`config.mk`:
```
export PLATFORM = sky130hd
export DESIGN_NAME = cmos_capture_16b_flat
export DESIGN_NICKNAME = d
export VERILOG_FILES = /design/src/rtl/cmos_capture_16b_if.sv /design/src/rtl/cmos_capture_16b.sv /design/src/flat_wrapper.sv
export SDC_FILE = /design/constraint.sdc
export NUM_CORES = 1
export LEC_CHECK = 0
export BUFFER_PORTS_ARGS = -buffer_cell sky130_fd_sc_hd__buf_2
export CORE_ASPECT_RATIO = 1.5
export CORE_MARGIN = 3
export CORE_UTILIZATION = 45
export DETAILED_ROUTE_END_ITERATION = 8
export SYNTH_ARGS = -nofsm -noshare
export SYNTH_HDL_FRONTEND = slang
export SYNTH_SLANG_ARGS = --single-unit
```
`constraint.sdc`:
```
create_clock -name cmos_pclk -period 4.2 [get_ports cmos_pclk]
set_input_delay 0.21 -clock cmos_pclk [delete_from_list [all_inputs] [get_ports cmos_pclk]]
set_output_delay 0.21 -clock cmos_pclk [all_outputs]
set_load 0.02 [all_outputs]
```
`src/rtl/cmos_capture_16b_if.sv`:
```
// cmos_capture_16b_if: sensor-side inputs and 16-bit pixel stream of the CMOS capture block.
// Rev 1.0
`default_nettype none

interface cmos_capture_16b_if;
  logic        capture_start;
  logic        cmos_vsync;
  logic        cmos_href;
  logic [7:0]  cmos_data;
  logic [15:0] data_16b;
  logic        data_16b_en;
  logic        cmos_data_valid;
  logic        cap_busy;
  logic        cap_err;

  // Sensor / controller side: drives sync, data and the start pulse.
  modport master (
    output capture_start, cmos_vsync, cmos_href, cmos_data,
    input  data_16b, data_16b_en, cmos_data_valid, cap_busy, cap_err
  );

  // Capture block side.
  modport slave (
    input  capture_start, cmos_vsync, cmos_href, cmos_data,
    output data_16b, data_16b_en, cmos_data_valid, cap_busy, cap_err
  );
endinterface

`default_nettype wire

```
`src/rtl/cmos_capture_16b.sv`:
```
// cmos_capture_16b: single-frame 8-bit CMOS to 16-bit word capture; CAPTURE_TEST_PATTERN_EN swaps pixels for {line,word}.
// Rev 1.0
`default_nettype none

module cmos_capture_16b #(
  parameter int IMG_ROW     = 8,
  parameter int IMG_COL     = 512,
  parameter int SKIP_FRAMES = 2
) (
  input  wire logic         cmos_pclk,
  input  wire logic         rst,
  cmos_capture_16b_if.slave bus
);

  localparam int WW = $clog2(IMG_COL) + 1;
  localparam int LW = $clog2(IMG_ROW) + 1;
  localparam logic [WW-1:0] COLS      = WW'(IMG_COL);
  localparam logic [LW-1:0] LAST_ROW  = LW'(IMG_ROW - 1);
  localparam logic [7:0]    SKIP_INIT = 8'(SKIP_FRAMES);

  typedef enum logic [2:0] {
    ST_IDLE    = 3'd0,
    ST_SKIP    = 3'd1,
    ST_WAIT    = 3'd2,
    ST_CAPTURE = 3'd3,
    ST_DONE    = 3'd4
  } state_t;

  state_t state, state_nx;

  logic          vs_r, vs_r2, hr_r, hr_r2;
  logic [7:0]    d_r;
  logic [7:0]    skip_cnt;
  logic [LW-1:0] line_cnt;
  logic [WW-1:0] word_cnt;
  logic          byte_ph;
  logic [7:0]    byte0;
  logic [15:0]   data_q;
  logic          en_q;
  logic          valid_q;
  logic          err_q;

  logic          vs_rise, vs_fall, hr_fall;
  logic          word_room;
  logic [15:0]   word_nx;

  assign vs_rise   = vs_r & ~vs_r2;
  assign vs_fall   = ~vs_r & vs_r2;
  assign hr_fall   = ~hr_r & hr_r2;
  assign word_room = (word_cnt < COLS);

`ifdef CAPTURE_TEST_PATTERN_EN
  logic unused_pixel_bytes;
  assign unused_pixel_bytes = ^{byte0, d_r};
  assign word_nx = {8'(line_cnt), 8'(word_cnt)};
`else
  assign word_nx = {byte0, d_r};
`endif

  always_ff @(posedge cmos_pclk) begin
    if (rst) begin
      state <= ST_IDLE;
    end else begin
      state <= state_nx;
    end
  end

  always_comb begin
    state_nx = state;
    case (state)
      ST_IDLE: begin
        if (bus.capture_start) begin
          state_nx = (SKIP_INIT == 8'd0) ? ST_WAIT : ST_SKIP;
        end
      end
      ST_SKIP: begin
        // The pulse that arrives once the count is exhausted is the frame to capture.
        if (vs_rise && (skip_cnt == 8'd0)) begin
          state_nx = ST_WAIT;
        end
      end
      ST_WAIT: begin
        if (vs_fall) begin
          state_nx = ST_CAPTURE;
        end
      end
      ST_CAPTURE: begin
        if (vs_rise) begin
          state_nx = ST_DONE;
        end else if (hr_fall && (line_cnt == LAST_ROW)) begin
          state_nx = ST_DONE;
        end
      end
      ST_DONE: begin
        state_nx = ST_IDLE;
      end
      default: begin
        state_nx = ST_IDLE;
      end
    endcase
  end

  always_ff @(posedge cmos_pclk) begin
    if (rst) begin
      vs_r     <= 1'b0;
      vs_r2    <= 1'b0;
      hr_r     <= 1'b0;
      hr_r2    <= 1'b0;
      d_r      <= 8'd0;
      skip_cnt <= 8'd0;
      line_cnt <= '0;
      word_cnt <= '0;
      byte_ph  <= 1'b0;
      byte0    <= 8'd0;
      data_q   <= 16'd0;
      en_q     <= 1'b0;
      valid_q  <= 1'b0;
      err_q    <= 1'b0;
    end else begin
      vs_r  <= bus.cmos_vsync;
      vs_r2 <= vs_r;
      hr_r  <= bus.cmos_href;
      hr_r2 <= hr_r;
      d_r   <= bus.cmos_data;
      en_q  <= 1'b0;
      // Lags the state by one so the window closes two cycles after the last strobe.
      valid_q <= (state == ST_CAPTURE);

      case (state)
        ST_IDLE: begin
          if (bus.capture_start) begin
            err_q    <= 1'b0;
            skip_cnt <= SKIP_INIT;
          end
        end
        ST_SKIP: begin
          if (vs_rise && (skip_cnt != 8'd0)) begin
            skip_cnt <= skip_cnt - 8'd1;
          end
        end
        ST_WAIT: begin
          if (vs_fall) begin
            line_cnt <= '0;
            word_cnt <= '0;
            byte_ph  <= 1'b0;
          end
        end
        ST_CAPTURE: begin
          if (vs_rise) begin
            err_q <= 1'b1;
          end else if (hr_fall) begin
            if ((word_cnt != COLS) || byte_ph) begin
              err_q <= 1'b1;
            end
            line_cnt <= line_cnt + 1'b1;
            word_cnt <= '0;
            byte_ph  <= 1'b0;
          end else if (hr_r) begin
            byte_ph <= ~byte_ph;
            if (!byte_ph) begin
              byte0 <= d_r;
            end else if (word_room) begin
              data_q   <= word_nx;
              en_q     <= 1'b1;
              word_cnt <= word_cnt + 1'b1;
            end else begin
              err_q <= 1'b1;
            end
          end
        end
        default: begin
        end
      endcase
    end
  end

  assign bus.data_16b        = data_q;
  assign bus.data_16b_en     = en_q;
  assign bus.cmos_data_valid = valid_q;
  assign bus.cap_busy        = (state != ST_IDLE);
  assign bus.cap_err         = err_q;

endmodule

`default_nettype wire

```
`src/flat_wrapper.sv`:
```
// flat-port wrapper written by rule: the top's interface ports become plain ports
module cmos_capture_16b_flat 
#(
  parameter int IMG_ROW     = 8,
  parameter int IMG_COL     = 512,
  parameter int SKIP_FRAMES = 2
)
  (cmos_pclk, rst, bus_capture_start, bus_cmos_vsync, bus_cmos_href, bus_cmos_data, bus_data_16b, bus_data_16b_en, bus_cmos_data_valid, bus_cap_busy, bus_cap_err);
  cmos_capture_16b_if bus_i ();
  input  wire logic cmos_pclk;
  input  wire logic rst;
  input wire logic [$bits(bus_i.capture_start)-1:0] bus_capture_start;
  input wire logic [$bits(bus_i.cmos_vsync)-1:0] bus_cmos_vsync;
  input wire logic [$bits(bus_i.cmos_href)-1:0] bus_cmos_href;
  input wire logic [$bits(bus_i.cmos_data)-1:0] bus_cmos_data;
  output wire logic [$bits(bus_i.data_16b)-1:0] bus_data_16b;
  output wire logic [$bits(bus_i.data_16b_en)-1:0] bus_data_16b_en;
  output wire logic [$bits(bus_i.cmos_data_valid)-1:0] bus_cmos_data_valid;
  output wire logic [$bits(bus_i.cap_busy)-1:0] bus_cap_busy;
  output wire logic [$bits(bus_i.cap_err)-1:0] bus_cap_err;
  assign bus_i.capture_start = bus_capture_start;
  assign bus_i.cmos_vsync = bus_cmos_vsync;
  assign bus_i.cmos_href = bus_cmos_href;
  assign bus_i.cmos_data = bus_cmos_data;
  assign bus_data_16b = bus_i.data_16b;
  assign bus_data_16b_en = bus_i.data_16b_en;
  assign bus_cmos_data_valid = bus_i.cmos_data_valid;
  assign bus_cap_busy = bus_i.cap_busy;
  assign bus_cap_err = bus_i.cap_err;
  cmos_capture_16b #(.IMG_ROW(IMG_ROW), .IMG_COL(IMG_COL), .SKIP_FRAMES(SKIP_FRAMES)) u_core (.cmos_pclk(cmos_pclk), .rst(rst), .bus(bus_i));
endmodule
```
# Word-level counts from Yosys, hierarchy flattened
# Cells that the tools add are included.
dict set report word_totals {
  regBits 65
  latch_bits 0
  mem_bits_rw 0
  rom_bits 0
  inputBits 13
  out_inout_bits 20
  wordCells 102
  n_memories 0
}
dict set report classes {
  add_sub_neg 3
  n_mul 0
  div_mod_pow 0
  order_cmp 1
  eq_ne 19
  n_shift 0
  mux 34
  bitwise_logic 10
  n_reduce_logical 20
}
# operator count
set ops {}
lappend ops {{two-way mux 10 bit} 6}
lappend ops {{one-hot mux 10 bit (2 select lines)} 1}
lappend ops {{AND reduction 6 bit} 3}
lappend ops {{two-way mux 8 bit} 2}
lappend ops {{one-hot mux 8 bit (2 select lines)} 1}
lappend ops {{two-way mux 3 bit} 5}
lappend ops {{two-way mux 1 bit} 12}
lappend ops {{two-way mux 4 bit} 3}
lappend ops {{inequality test 3 x 1 -> 1 bit (second input constant)} 4}
lappend ops {{one-hot mux 3 bit (4 select lines)} 1}
lappend ops {{AND reduction 4 bit} 3}
lappend ops {{adder 10 x 1 -> 10 bit (second input constant)} 1}
lappend ops {{less-than comparator 10 bit (second input constant)} 1}
lappend ops {{inequality test 10 bit (second input constant)} 1}
lappend ops {{zero test 8 bit} 1}
lappend ops {{inequality test 2 x 1 -> 1 bit (second input constant)} 4}
lappend ops {{inequality test 4 x 1 -> 1 bit (second input constant)} 2}
lappend ops {{one-hot mux 4 bit (2 select lines)} 1}
lappend ops {{nonzero test 8 bit} 1}
lappend ops {{subtractor 8 x 1 -> 8 bit (second input constant)} 1}
lappend ops {{inverter 1 bit} 7}
lappend ops {{== test 3 x 2 -> 1 bit (second input constant)} 2}
lappend ops {{nonzero test 2 bit} 3}
lappend ops {{OR reduction 6 bit} 1}
lappend ops {{other kinds (14)} 20}

# Longest topological paths before layout
# Gate-level depths: netlist of the first run.
dict set report logic_depth {
  word_depth 7
  mapped_depth 7
  mapped_depth_nobuf 6
}

# Worst setup path after synthesis of the first run
# Ideal clock, no wire load.
dict set report synth_path {
  path_kind {flip-flop to flip-flop}
  startpoint {register u_core.skip_cnt[0]}
  endpoint {register u_core.skip_cnt[5]}
  setup_time_ns 0.072
  t_arrival_ns 1.654
  required_time_ns 4.128
  path_slack_ns 2.475
  path_stages_with_launch 7
  n_path_buf 0
  synth_period_minus_slack_ns 1.725
  path_cell_list {dfxtp_1 > inv_1 > ha_1 > or3b_2 > o211a_4 > o211ai_1 > mux2i_1}
}
dict set report synth_between {
  elab_chain_len 4
  elab_cells_between_ends 7
  classes_between {1 x add/sub; 1 x eq/ne; 2 x mux; 3 x reduce/logical}
}
# element line_no
set synth_rtl {}
lappend synth_rtl {{from (decl)} cmos_capture_16b.sv:33} ;# logic [7:0] skip_cnt;
lappend synth_rtl {{from (signal assigned)} cmos_capture_16b.sv:138} ;# skip_cnt <= skip_cnt - 8'd1;
lappend synth_rtl {{branches (longest 4 deep; another with subtractor 8 x 1 -> 8 bit)} -}
# Parallel ways; which one is timed is not known. The select of a mux whose other input is x is not followed.
# A chain may end at the register's enable or synchronous reset.

# Worst setup path after layout of the first run
dict set report layout_path {
  startpoint {register u_core.state[0]}
  endpoint {register u_core.word_cnt[8]}
}
dict set report layout_between {
  elab_chain_len 3
  elab_cells_between_ends 10
  classes_between {7 x eq/ne; 1 x mux; 2 x reduce/logical}
}
# element line_no
set layout_rtl {}
lappend layout_rtl {{from (decl)} cmos_capture_16b.sv:29} ;# state_t state, state_nx;
lappend layout_rtl {{from (signal assigned)} cmos_capture_16b.sv:64} ;# state <= state_nx;
lappend layout_rtl {{== test 3 x 2 -> 1 bit} cmos_capture_16b.sv:129} ;# case (state)
lappend layout_rtl {{inequality test 3 x 1 -> 1 bit (no line) (tied with other cells)} -}
lappend layout_rtl {{AND reduction 6 bit (no line)} -}
lappend layout_rtl {{to (signal assigned)} cmos_capture_16b.sv:165} ;# word_cnt <= word_cnt + 1'b1;
lappend layout_rtl {{to (decl)} cmos_capture_16b.sv:35} ;# logic [WW-1:0] word_cnt;
# Several ways; a longest one is shown, not always the timed one.

==> results of run 1 <==
-- Yosys cell counts (6+ instances only) --
| master | n |
|---|---|
| nor2b_1 | 16 |
| o21ai_0 | 6 |
| dfxtp_1 | 65 |
| inv_1 | 9 |
| or3_1 | 8 |
| nand3_1 | 8 |
| clkbuf_1 | 7 |
| mux2i_1 | 13 |
| nor2_1 | 18 |
| nand2_1 | 50 |
| nor3_1 | 7 |
| a21oi_1 | 31 |
-- layout make-up --
cell class,instances,area share [%]
sequential,65,40.9
inverter,10,1.18
clock buffer,10,4.01
timing repair buffer,35,5.74
multi-input combinational,223,44.3
tap,72,2.83
clock inverter,6,1.10
-- state kept, by name, summed over array words and instances, names as in the netlist --
signal	flops
u_core.byte0	8
u_core.skip_cnt	8
u_core.hr_r	1
u_core.byte_ph	1
u_core.state	3
u_core.bus.cmos_data_valid	1
u_core.bus.data_16b	16
u_core.vs_r2	1
u_core.bus.data_16b_en	1
u_core.vs_r	1
u_core.d_r	8
u_core.line_cnt	4
u_core.word_cnt	10
u_core.bus.cap_err	1
u_core.hr_r2	1
-- power by group through the flow --
| stage | Combinational (mW) | Sequential (mW) | Clock [mW] |
|---|---|---|---|
| 3_3_place_gp | 0.309 | 0.725 | 0 |
| 3_5_place_dp | 0.309 | 0.726 | 0 |
| 4_1_cts | 0.312 | 0.713 | 0.459 |
| 6_report | 0.309 | 0.713 | 0.445 |
| 2_1_floorplan | 0.268 | 0.707 | 0 |
| 5_1_grt | 0.347 | 0.721 | 0.486 |
-- cell usage in the layout (no fill, tap or decap), drive strengths merged, types with 2 or more instances in the layout --
master / n
dfxtp: 65
nand2: 50
buf: 35
a21oi: 31
nor2: 18
nor2b: 16
mux2i: 13
clkbuf: 10
inv: 9
or3: 9
nand3: 8
nor3: 8
o21ai: 6
or4: 6
nor4: 5
ha: 5
o211ai: 5
clkinv: 5
nand4: 4
o31ai: 4
a211oi: 4
nand3b: 3
nor4b: 3
a211o: 2
a311oi: 2
clkinvlp: 2
nor3b: 2
nand2b: 2
and3b: 2
o2111ai: 2
-- metrics by stage --
step,setup slack [ns],cells
after floorplan,2.47,313
after detailed placement,2.09,405
final,2.13,421
after global routing,1.91,421
after global placement,2.14,405
after CTS,2.10,421
-- final timing paths --
kind,cells after the start,from,slack [ns],end
max,4,u_core.state[0]$_SDFFE_PP0P_,2.13,u_core.word_cnt[8]$_SDFFE_PP0P_
min,2,bus_cmos_data[6],0.08,u_core.d_r[6]$_SDFF_PP0_
min reg2reg,2,u_core.byte0[5]$_SDFFE_PP0P_,0.45,u_core.bus.data_16b[13]$_SDFFE_PP0P_
max reg2reg,4,u_core.state[0]$_SDFFE_PP0P_,2.13,u_core.word_cnt[8]$_SDFFE_PP0P_
-- cells by family after synthesis --
family          count (synthesis)  share of synthesized area, %
xor+xnor                        1                         0.310
fa+ha+maj                       5                          2.21
compound gates                 62                          14.8
flops                          65                          46.0
mux                            14                          5.00
simple gates                  141                          27.3
buf+inv                        25                          4.34
-- worst register-to-register path, delay by kind of cell (launching register included) --
kind	cells	cell delay [ns]
flip-flops	1	0.55
AO/OA/AOI/OAI	2	0.38
AND/OR/NAND/NOR	2	1.07
-- routing by layer --
layer	vias to the layer above	global-route usage, %
met4	0	8.25
met2	53	27.9
li1	1172	-
met5	-	0
met1	1041	20.3
met3	11	3.80
==> impl_metrics.json, run 1 <==
{
  "core_area_um2": 5960,
  "setup_violations": 0,
  "dieArea_um2": 7290,
  "critPathMaxFanout": 17,
  "grt_pass1_wl_mm": 9.71,
  "p_clk_share_pct": 30.3,
  "wirelength_mm": 5.78,
  "holdWs_ns": 0.0839,
  "internal_power_mw": 1.01,
  "status": "complete, no violations",
  "final_util_pct": 53.5,
  "pin_count": 33,
  "finalHoldViolations": 0,
  "area_delta_synth_final_pct": 12.6,
  "synth.net_count": 331,
  "rsz0062_at_grt": "no",
  "start_util_pct": 47.5,
  "p_comb_share_pct": 21.1,
  "hp-class": "in -> reg",
  "synth_top_area_share_pct": 46.0,
  "dp_hpwl_mm": 3.97,
  "die_x_um": 70.7,
  "finalSetupTns_ns": 0,
  "grt_pass1_vias": 2127,
  "synth_edf_count": 0,
  "cp-start-kind": "flip-flop",
  "maxCapViolations": 0,
  "via_count": 2277,
  "powerDensity_nw_per_um2": 461,
  "fmax_ghz": 0.483,
  "placed_cell_area_um2": 3020,
  "worstSkewPairLatency_ns": 0.34,
  "drc": 0,
  "period_share_pct": 49.3,
  "drt_iter0_drc": 91,
  "wl_met3_um": 223,
  "cts_inserted_buffers": 9,
  "synth-seq-cells": 65,
  "clk_pin_slew_ns": 0.07,
  "worstPathCellList": "nand3b_4 -> nor3_2 -> a21oi_1 -> a211oi_1",
  "synth.area.top_cells": "dfxtp_1 46%, nand2_1 6.6%, a21oi_1 5.5%",
  "ant_nets": 0,
  "cts_tree": "done",
  "first_pass_iters": 4,
  "slew_headroom_pct": 29.9,
  "syn_inst": 313,
  "power_mw": 1.47,
  "max_stage_delay_ns": 0.87,
  "hold_buffers": 0,
  "grt_overflow": 0,
  "post-cts-setup-buffers": 0,
  "diodes": 0,
  "yosysSeqAreaShare_pct": 46.0,
  "synthDistinctLibCells": 53,
  "yosysTopAreaCell": "dfxtp_1",
  "grt_max_degree": 55,
  "via_per_inst": 5.41,
  "fin_area_um2": 3180,
  "crit_arrival_ns": 2.33,
  "clkSinkCount": 65,
  "power.switching_uw": 462,
  "leakagePower_nw": 1.20,
  "crit_buf_inv": 0,
  "clockRootBuffer": "clkbuf_8",
  "postSynthAreaPerCell_um2": 9.03,
  "switching_share_pct": 31.5,
  "crit_path_top_delay_cell": "nor3_2",
  "fin_crit_ns": 2.07,
  "drive_gt1_share_pct": 19.5,
  "path_delay_family": "simple AND/OR/NAND/NOR gates",
  "chipHeight_um": 103,
  "skew_ns": 0.0120,
  "endpoint_kind": "flip-flop",
  "async_flop_share_pct": 0,
  "path_class": "reg -> reg",
  "htreeDepth": 3,
  "antenna_found_initial": 0,
  "fin_nets": 362,
  "worstPathRequired_ns": 4.45,
  "multi_input_area_um2": 1410,
  "final-max-slew-violation-count": 0,
  "portBuffers": 32,
  "wl_per_cell_um": 13.7,
  "rows": 34,
  "wl_met2_mm": 2.78,
  "yosysWarnings": 0,
  "routed.top_layer": "met4",
  "cts.path.max_buffers": 2,
  "seq_area_um2": 1300,
  "ys.flop_type": "dfxtp_1",
  "p_seq_share_pct": 48.6,
  "nFillCells": 548,
  "worst_pin_slew_ns": 1.05,
  "max-vdd-ir-drop_v": 0.000289,
  "synth.cell_area_um2": 2830,
  "post_cts_resized": 0,
  "grt.total_usage_pct": 16.7,
  "routedLengthMet1_mm": 2.66,
  "place.gp.congestion": 0.766
}
Power figures use the tool's default switching activity.
==> inputs of run 2 (changes only) <==
--- a/config.mk
+++ b/config.mk
@@ -5,11 +5,13 @@
 export SDC_FILE = /design/constraint.sdc
 export NUM_CORES = 1
 export LEC_CHECK = 0
+export ABC_AREA = 1
 export BUFFER_PORTS_ARGS = -buffer_cell sky130_fd_sc_hd__buf_2
 export CORE_ASPECT_RATIO = 1.5
 export CORE_MARGIN = 3
 export CORE_UTILIZATION = 45
 export DETAILED_ROUTE_END_ITERATION = 8
+export PLACE_DENSITY = 0.66
 export SYNTH_ARGS = -nofsm -noshare
 export SYNTH_HDL_FRONTEND = slang
 export SYNTH_SLANG_ARGS = --single-unit
==> constraint.sdc (replaced) <==
create_clock -name cmos_pclk -period 1.9 [get_ports cmos_pclk]
set_input_delay 0.095 -clock cmos_pclk [delete_from_list [all_inputs] [get_ports cmos_pclk]]
set_output_delay 0.095 -clock cmos_pclk [all_outputs]
set_load 0.02 [all_outputs]
==> run 2 against run 1 <==
Sequential share of layout area down 3.1 points. Highest routed layer unchanged. Maximum frequency up 26%. First-iteration DRC count down 8.8%. Synthesized cell count up 31%. Power rose to 2.6 times the previous value. Largest cell class unchanged. Clock power rose to 2.6 times the previous value. Utilization up 1.9 points. Critical endpoint unchanged. Final cell count up 27%. Global-route usage up 0.63 points. Sequential power up 120%. Critical path type unchanged. Combinational power rose to 3.4 times the previous value.
==> impl_metrics.json, run 2 <==
{
  "synth_most_common_cell": "nand2_1",
  "holdWs_ns": 0.112,
  "finalHoldViolations": 0,
  "worstSkewPairLatency_ns": 0.35,
  "grt_max_degree": 26,
  "slew_headroom_pct": 66.7,
  "hp-class": "in -> reg",
  "drc": 0,
  "synth_compound_area_share_pct": 12.1,
  "clk_pin_slew_ns": 0.08,
  "place.gp.congestion": 0.891,
  "synth_edf_count": 0,
  "fmax_ghz": 0.608,
  "rsz0062_at_grt": "no",
  "max-vdd-ir-drop_v": 0.000550,
  "syn_inst": 411,
  "grt_pass1_vias": 2435,
  "largest_reg_flops": 16,
  "cts_inserted_buffers": 9,
  "post_cts_resized": 0,
  "ys_top_cells_by_count": "83 x nand2_1, 65 x dfxtp_1, 59 x inv_1",
  "leakagePower_nw": 1.51,
  "rows": 35,
  "ys.flop_type": "dfxtp_1",
  "cts_tree": "done",
  "worst_pin_slew_ns": 0.498,
  "diodes": 0,
  "drt_iter0_drc": 83,
  "clockRootBuffer": "clkbuf_8",
  "synthDistinctLibCells": 32,
  "worstPathRequired_ns": 2.13,
  "synth_top_family_by_area": "simple AND/OR/NAND/NOR gates",
  "pin_count": 33,
  "core_area_um2": 6220,
  "finalSetupTns_ns": 0,
  "clkSinkCount": 65,
  "yosysWarnings": 0,
  "synth-adder-area-share_pct": 2.14,
  "powerDensity_nw_per_um2": 1100,
  "synth.cell_area_um2": 2930,
  "grt_pass1_wl_mm": 10.5,
  "synth-xor-area-share_pct": 0.599,
  "portBuffers": 32,
  "grt.total_usage_pct": 17.4,
  "htreeDepth": 3,
  "start_util_pct": 47.0,
  "synth.net_count": 429,
  "critPathMaxFanout": 14,
  "grt_overflow": 0,
  "layout_common_cells": "83 x nand2_1, 65 x dfxtp_1, 59 x inv_1",
  "async_flop_share_pct": 0,
  "yosysTopAreaCell": "dfxtp_1",
  "dp_hpwl_mm": 4.41,
  "wl_per_cell_um": 11.3,
  "crit_arrival_ns": 1.87,
  "cp-start-kind": "flip-flop",
  "setup_violations": 0,
  "postSynthAreaPerCell_um2": 7.12,
  "path_class": "reg -> reg",
  "drive_gt1_share_pct": 15.4,
  "ant_nets": 0,
  "dieArea_um2": 7520,
  "fin_crit_ns": 1.64,
  "chipHeight_um": 105,
  "endpoint_kind": "flip-flop",
  "synth.area.mux_share_pct": 0,
  "status": "complete, no violations",
  "via_count": 2631,
  "synth-seq-cells": 65,
  "final-max-slew-violation-count": 0,
  "layout_commonest_cell": "nand2_1",
  "nFillCells": 618,
  "die_x_um": 71.8,
  "fin_nets": 475,
  "synth_simple_gate_area_share_pct": 30.3,
  "area_delta_synth_final_pct": 17.7,
  "synth.area.top_cells": "dfxtp_1 44%, nand2_1 11%, inv_1 7.6%",
  "synth_top_area_share_pct": 44.5,
  "via_per_inst": 4.91,
  "antenna_found_initial": 0,
  "period_share_pct": 86.6,
  "cts.path.max_buffers": 2,
  "first_pass_iters": 4,
  "skew_ns": 0.0112,
  "wirelength_mm": 6.06,
  "yosysSeqAreaShare_pct": 44.5,
  "maxCapViolations": 0
}
run 2: cell families (layout without fill, tap and decap cells):
| kind of cell | after synthesis | after routing |
|---|---|---|
| buffers and inverters | 74 | 125 |
| XOR/XNOR | 2 | 2 |
| adder cells (fa/ha/maj) | 5 | 5 |
| AO/OA/AOI/OAI | 67 | 67 |
| flip-flops | 65 | 65 |
| AND/OR/NAND/NOR | 198 | 198 |
run 2: layer usage:
metal / up-vias / GRT usage, % / wire [um]
li1: 1396 / - / -
met1: 1180 / 20.4 / 2590
met2: 44 / 29.0 / 3100
met3: 11 / 4.04 / 218
met4: 0 / 8.60 / 145
met5: - / 0 / 0
run 2: what timing repair did:
item / 4_1_cts / 5_1_grt
endpoints found under the setup margin: 0 / 0
buffers inserted: 0 / 0
hold endpoints to repair: 10 / 0
hold buffers: 10 / 0
run 2: cell type report:
type	instances	area (um^2)	share of cell area [%]
Timing Repair Buffer	47	298	8.65
Tap cell	74	92.6	2.69
Inverter	62	233	6.76
Multi-Input combinational cell	272	1320	38.3
Clock inverter	7	75.1	2.18
Clock buffer	9	124	3.60
Sequential cell	65	1300	37.8
run 2: worst max-delay path, cell delays in order, from the launching register on:
cell and delay [ns]:
dfxtp_1 0.40, inv_2 0.10, nor2_1 0.35, nor2_8 0.09
nand2_2 0.23, inv_1 0.15, o21ai_0 0.16, a21oi_1 0.05
run 2: report_power, final:
group	total (mW)	switching, mW	internal [mW]
Sequential	1.57	0.0996	1.47
Clock	1.17	0.556	0.616
Combinational	1.06	0.691	0.368
Total	3.80	1.35	2.45
run 2: per-stage QoR:
| stage | std cells | setup WS, ns | instance area, um^2 | util, % | power (mW) |
|---|---|---|---|---|---|
| global route | 536 | 0.0176 | 3440 | 55.4 | 4.08 |
| detailed placement | 510 | 0.250 | 3140 | 50.5 | 2.64 |
| finish | 536 | 0.255 | 3440 | 55.4 | 3.80 |
| CTS | 536 | 0.232 | 3440 | 55.4 | 3.85 |
| floorplan | 411 | 0.507 | 2930 | - | 2.42 |
| global placement | 510 | 0.296 | 3140 | 50.5 | 2.63 |
run 2: path summary, 6_finish.rpt:
kind,start,endpoint,slack [ns],cells past startpoint
max,u_core.state[0]$_SDFFE_PP0P_,u_core.word_cnt[8]$_SDFFE_PP0P_,0.26,7
min,bus_capture_start,u_core.bus.cap_err$_SDFFE_PP0P_,0.11,4
max reg2reg,u_core.state[0]$_SDFFE_PP0P_,u_core.word_cnt[8]$_SDFFE_PP0P_,0.26,7
min reg2reg,u_core.vs_r$_SDFF_PP0_,u_core.vs_r2$_SDFF_PP0_,0.45,2
==> inputs of run 3 (changes only) <==
--- a/config.mk
+++ b/config.mk
@@ -11,7 +11,6 @@
 export CORE_MARGIN = 3
 export CORE_UTILIZATION = 45
 export DETAILED_ROUTE_END_ITERATION = 8
-export PLACE_DENSITY = 0.66
 export SYNTH_ARGS = -nofsm -noshare
 export SYNTH_HDL_FRONTEND = slang
 export SYNTH_SLANG_ARGS = --single-unit
==> constraint.sdc (replaced) <==
create_clock -name cmos_pclk -period 2.1 [get_ports cmos_pclk]
set_input_delay 0.105 -clock cmos_pclk [delete_from_list [all_inputs] [get_ports cmos_pclk]]
set_output_delay 0.105 -clock cmos_pclk [all_outputs]
set_load 0.02 [all_outputs]
==> run 3 against run 2 <==
Sequential cell count unchanged. Die area unchanged. Count of clock-buffer cells in the layout up 1. Setup slack better by 0.048 ns. Sequential power down 9.6%. Critical path depth down 2. Sequential share of layout area down 0.15 points. Worst hold slack worse by 0.0015 ns. Power down 6.0%. Wire length up 6.0%. Final cell count down 0.19%.
==> impl_metrics.json, run 3 (synthesized netlist as in run 2, its figures left out) <==
{
  "status": "complete, no violations",
  "grt_pass1_vias": 2444,
  "placed_cell_area_um2": 3140,
  "power_mw": 3.57,
  "dp_hpwl_mm": 4.62,
  "grt_max_degree": 29,
  "fmax_ghz": 0.557,
  "post_cts_resized": 0,
  "wirelength_mm": 6.42,
  "worstPathCellList": "nand3_4 -> nor2_2 -> nand3_1 -> o21ai_0 -> a21oi_1",
  "chipHeight_um": 105,
  "final_cells": 535,
  "path_delay_family": "simple AND/OR/NAND/NOR gates",
  "setup_violations": 0,
  "pre_cts_ws_ns": 0.297,
  "drc": 0,
  "ant_nets": 0,
  "via_count": 2631,
  "first_pass_iters": 4,
  "final_util_pct": 55.6,
  "layout_commonest_cell": "nand2_1",
  "cts_tree": "done",
  "maxCapViolations": 0,
  "antenna_found_initial": 0,
  "dieArea_um2": 7520,
  "portBuffers": 32,
  "fin_area_um2": 3460,
  "grt_pass1_wl_mm": 10.9,
  "powerDensity_nw_per_um2": 1030,
  "clk_pin_slew_ns": 0.08,
  "rsz0062_at_grt": "no",
  "max_stage_delay_ns": 0.50,
  "place.gp.congestion": 0.783,
  "via_per_inst": 4.92,
  "worst_pin_slew_ns": 0.502,
  "cp-start-kind": "flip-flop",
  "crit_arrival_ns": 2.03,
  "cts.path.max_buffers": 2,
  "path_class": "reg -> reg",
  "grt.total_usage_pct": 18.2,
  "holdWs_ns": 0.111,
  "slew_headroom_pct": 66.5,
  "core_area_um2": 6220,
  "skew_ns": 0.0113,
  "clockRootBuffer": "clkbuf_8",
  "period_share_pct": 85.6,
  "setup_ws_ns": 0.303,
  "fin_crit_ns": 1.80,
  "endpoint_kind": "flip-flop",
  "wl_per_cell_um": 12.0,
  "htreeDepth": 3,
  "drive_gt1_share_pct": 15.0,
  "fin_nets": 474,
  "crit_path_top_delay_cell": "dfxtp_1",
  "final-max-slew-violation-count": 0,
  "clkSinkCount": 65,
  "cts_inserted_buffers": 9,
  "leakagePower_nw": 1.51,
  "nFillCells": 654,
  "crit_buf_inv": 0,
  "start_util_pct": 47.0,
  "critPathMaxFanout": 16,
  "layout_common_cells": "83 x nand2_1, 65 x dfxtp_1, 59 x inv_1",
  "die_x_um": 71.8,
  "finalSetupTns_ns": 0,
  "max-vdd-ir-drop_v": 0.000604,
  "rows": 35,
  "worstPathRequired_ns": 2.33,
  "finalHoldViolations": 0,
  "grt_overflow": 0,
  "hp-class": "in -> reg",
  "place_inst": 509,
  "area_delta_synth_final_pct": 18.1,
  "largest_reg_flops": 16,
  "worstSkewPairLatency_ns": 0.35,
  "drt_iter0_drc": 88,
  "pin_count": 33,
  "diodes": 0
}
==> run 3: changes by cell type in the layout (fill, tap and decap cells not counted), sizes merged <==
cell,before,now
inv,65,62
clkinvlp,0,2
clkbuf,9,10
buf,37,36
bufinv,1,2
clkinv,3,2
==> run 3: worst paths after layout <==
kind	depth (start not counted)	slack, ns	endpoint	startpoint
max reg2reg	5	0.30	u_core.byte0[1]$_SDFFE_PP0P_	u_core.state[1]$_SDFFE_PP0P_
min	4	0.11	u_core.bus.cap_err$_SDFFE_PP0P_	bus_capture_start
min reg2reg	2	0.45	u_core.byte0[6]$_SDFFE_PP0P_	u_core.byte0[6]$_SDFFE_PP0P_
max	5	0.30	u_core.byte0[1]$_SDFFE_PP0P_	u_core.state[1]$_SDFFE_PP0P_
==> run 3: power breakdown <==
part           total, mW  switching [mW]  internal (mW)
logic              0.971           0.649          0.322
registers           1.42          0.0880           1.33
clock network       1.18           0.510          0.672
total               3.57            1.25           2.32
==> run 3: timing repair <==
action | in CTS | in global routing
setup buffers | 0 | 0
hold buffers | 10 | 0
hold endpoints to repair | 10 | 0
==> run 3: layer usage <==
layer	part of all wire, %	track usage [%]
met2	50	29.9
met4	2.2	8.87
met3	3.1	4.23
met5	0	0
met1	44	21.9
==> run 3: worst min-delay path, stage by stage <==
cell and delay (ns):
buf_2 0.09, nand2_1 0.09, nand3_1 0.09, nand2_1 0.05
==> run 3: layout make-up <==
type | count | area, um^2 | share of cell area, %
Multi-Input combinational cell | 272 | 1320 | 38.2
Clock inverter | 6 | 92.6 | 2.68
Tap cell | 74 | 92.6 | 2.68
Sequential cell | 65 | 1300 | 37.7
Clock buffer | 10 | 128 | 3.69
Timing Repair Buffer | 46 | 290 | 8.40
Inverter | 62 | 233 | 6.73
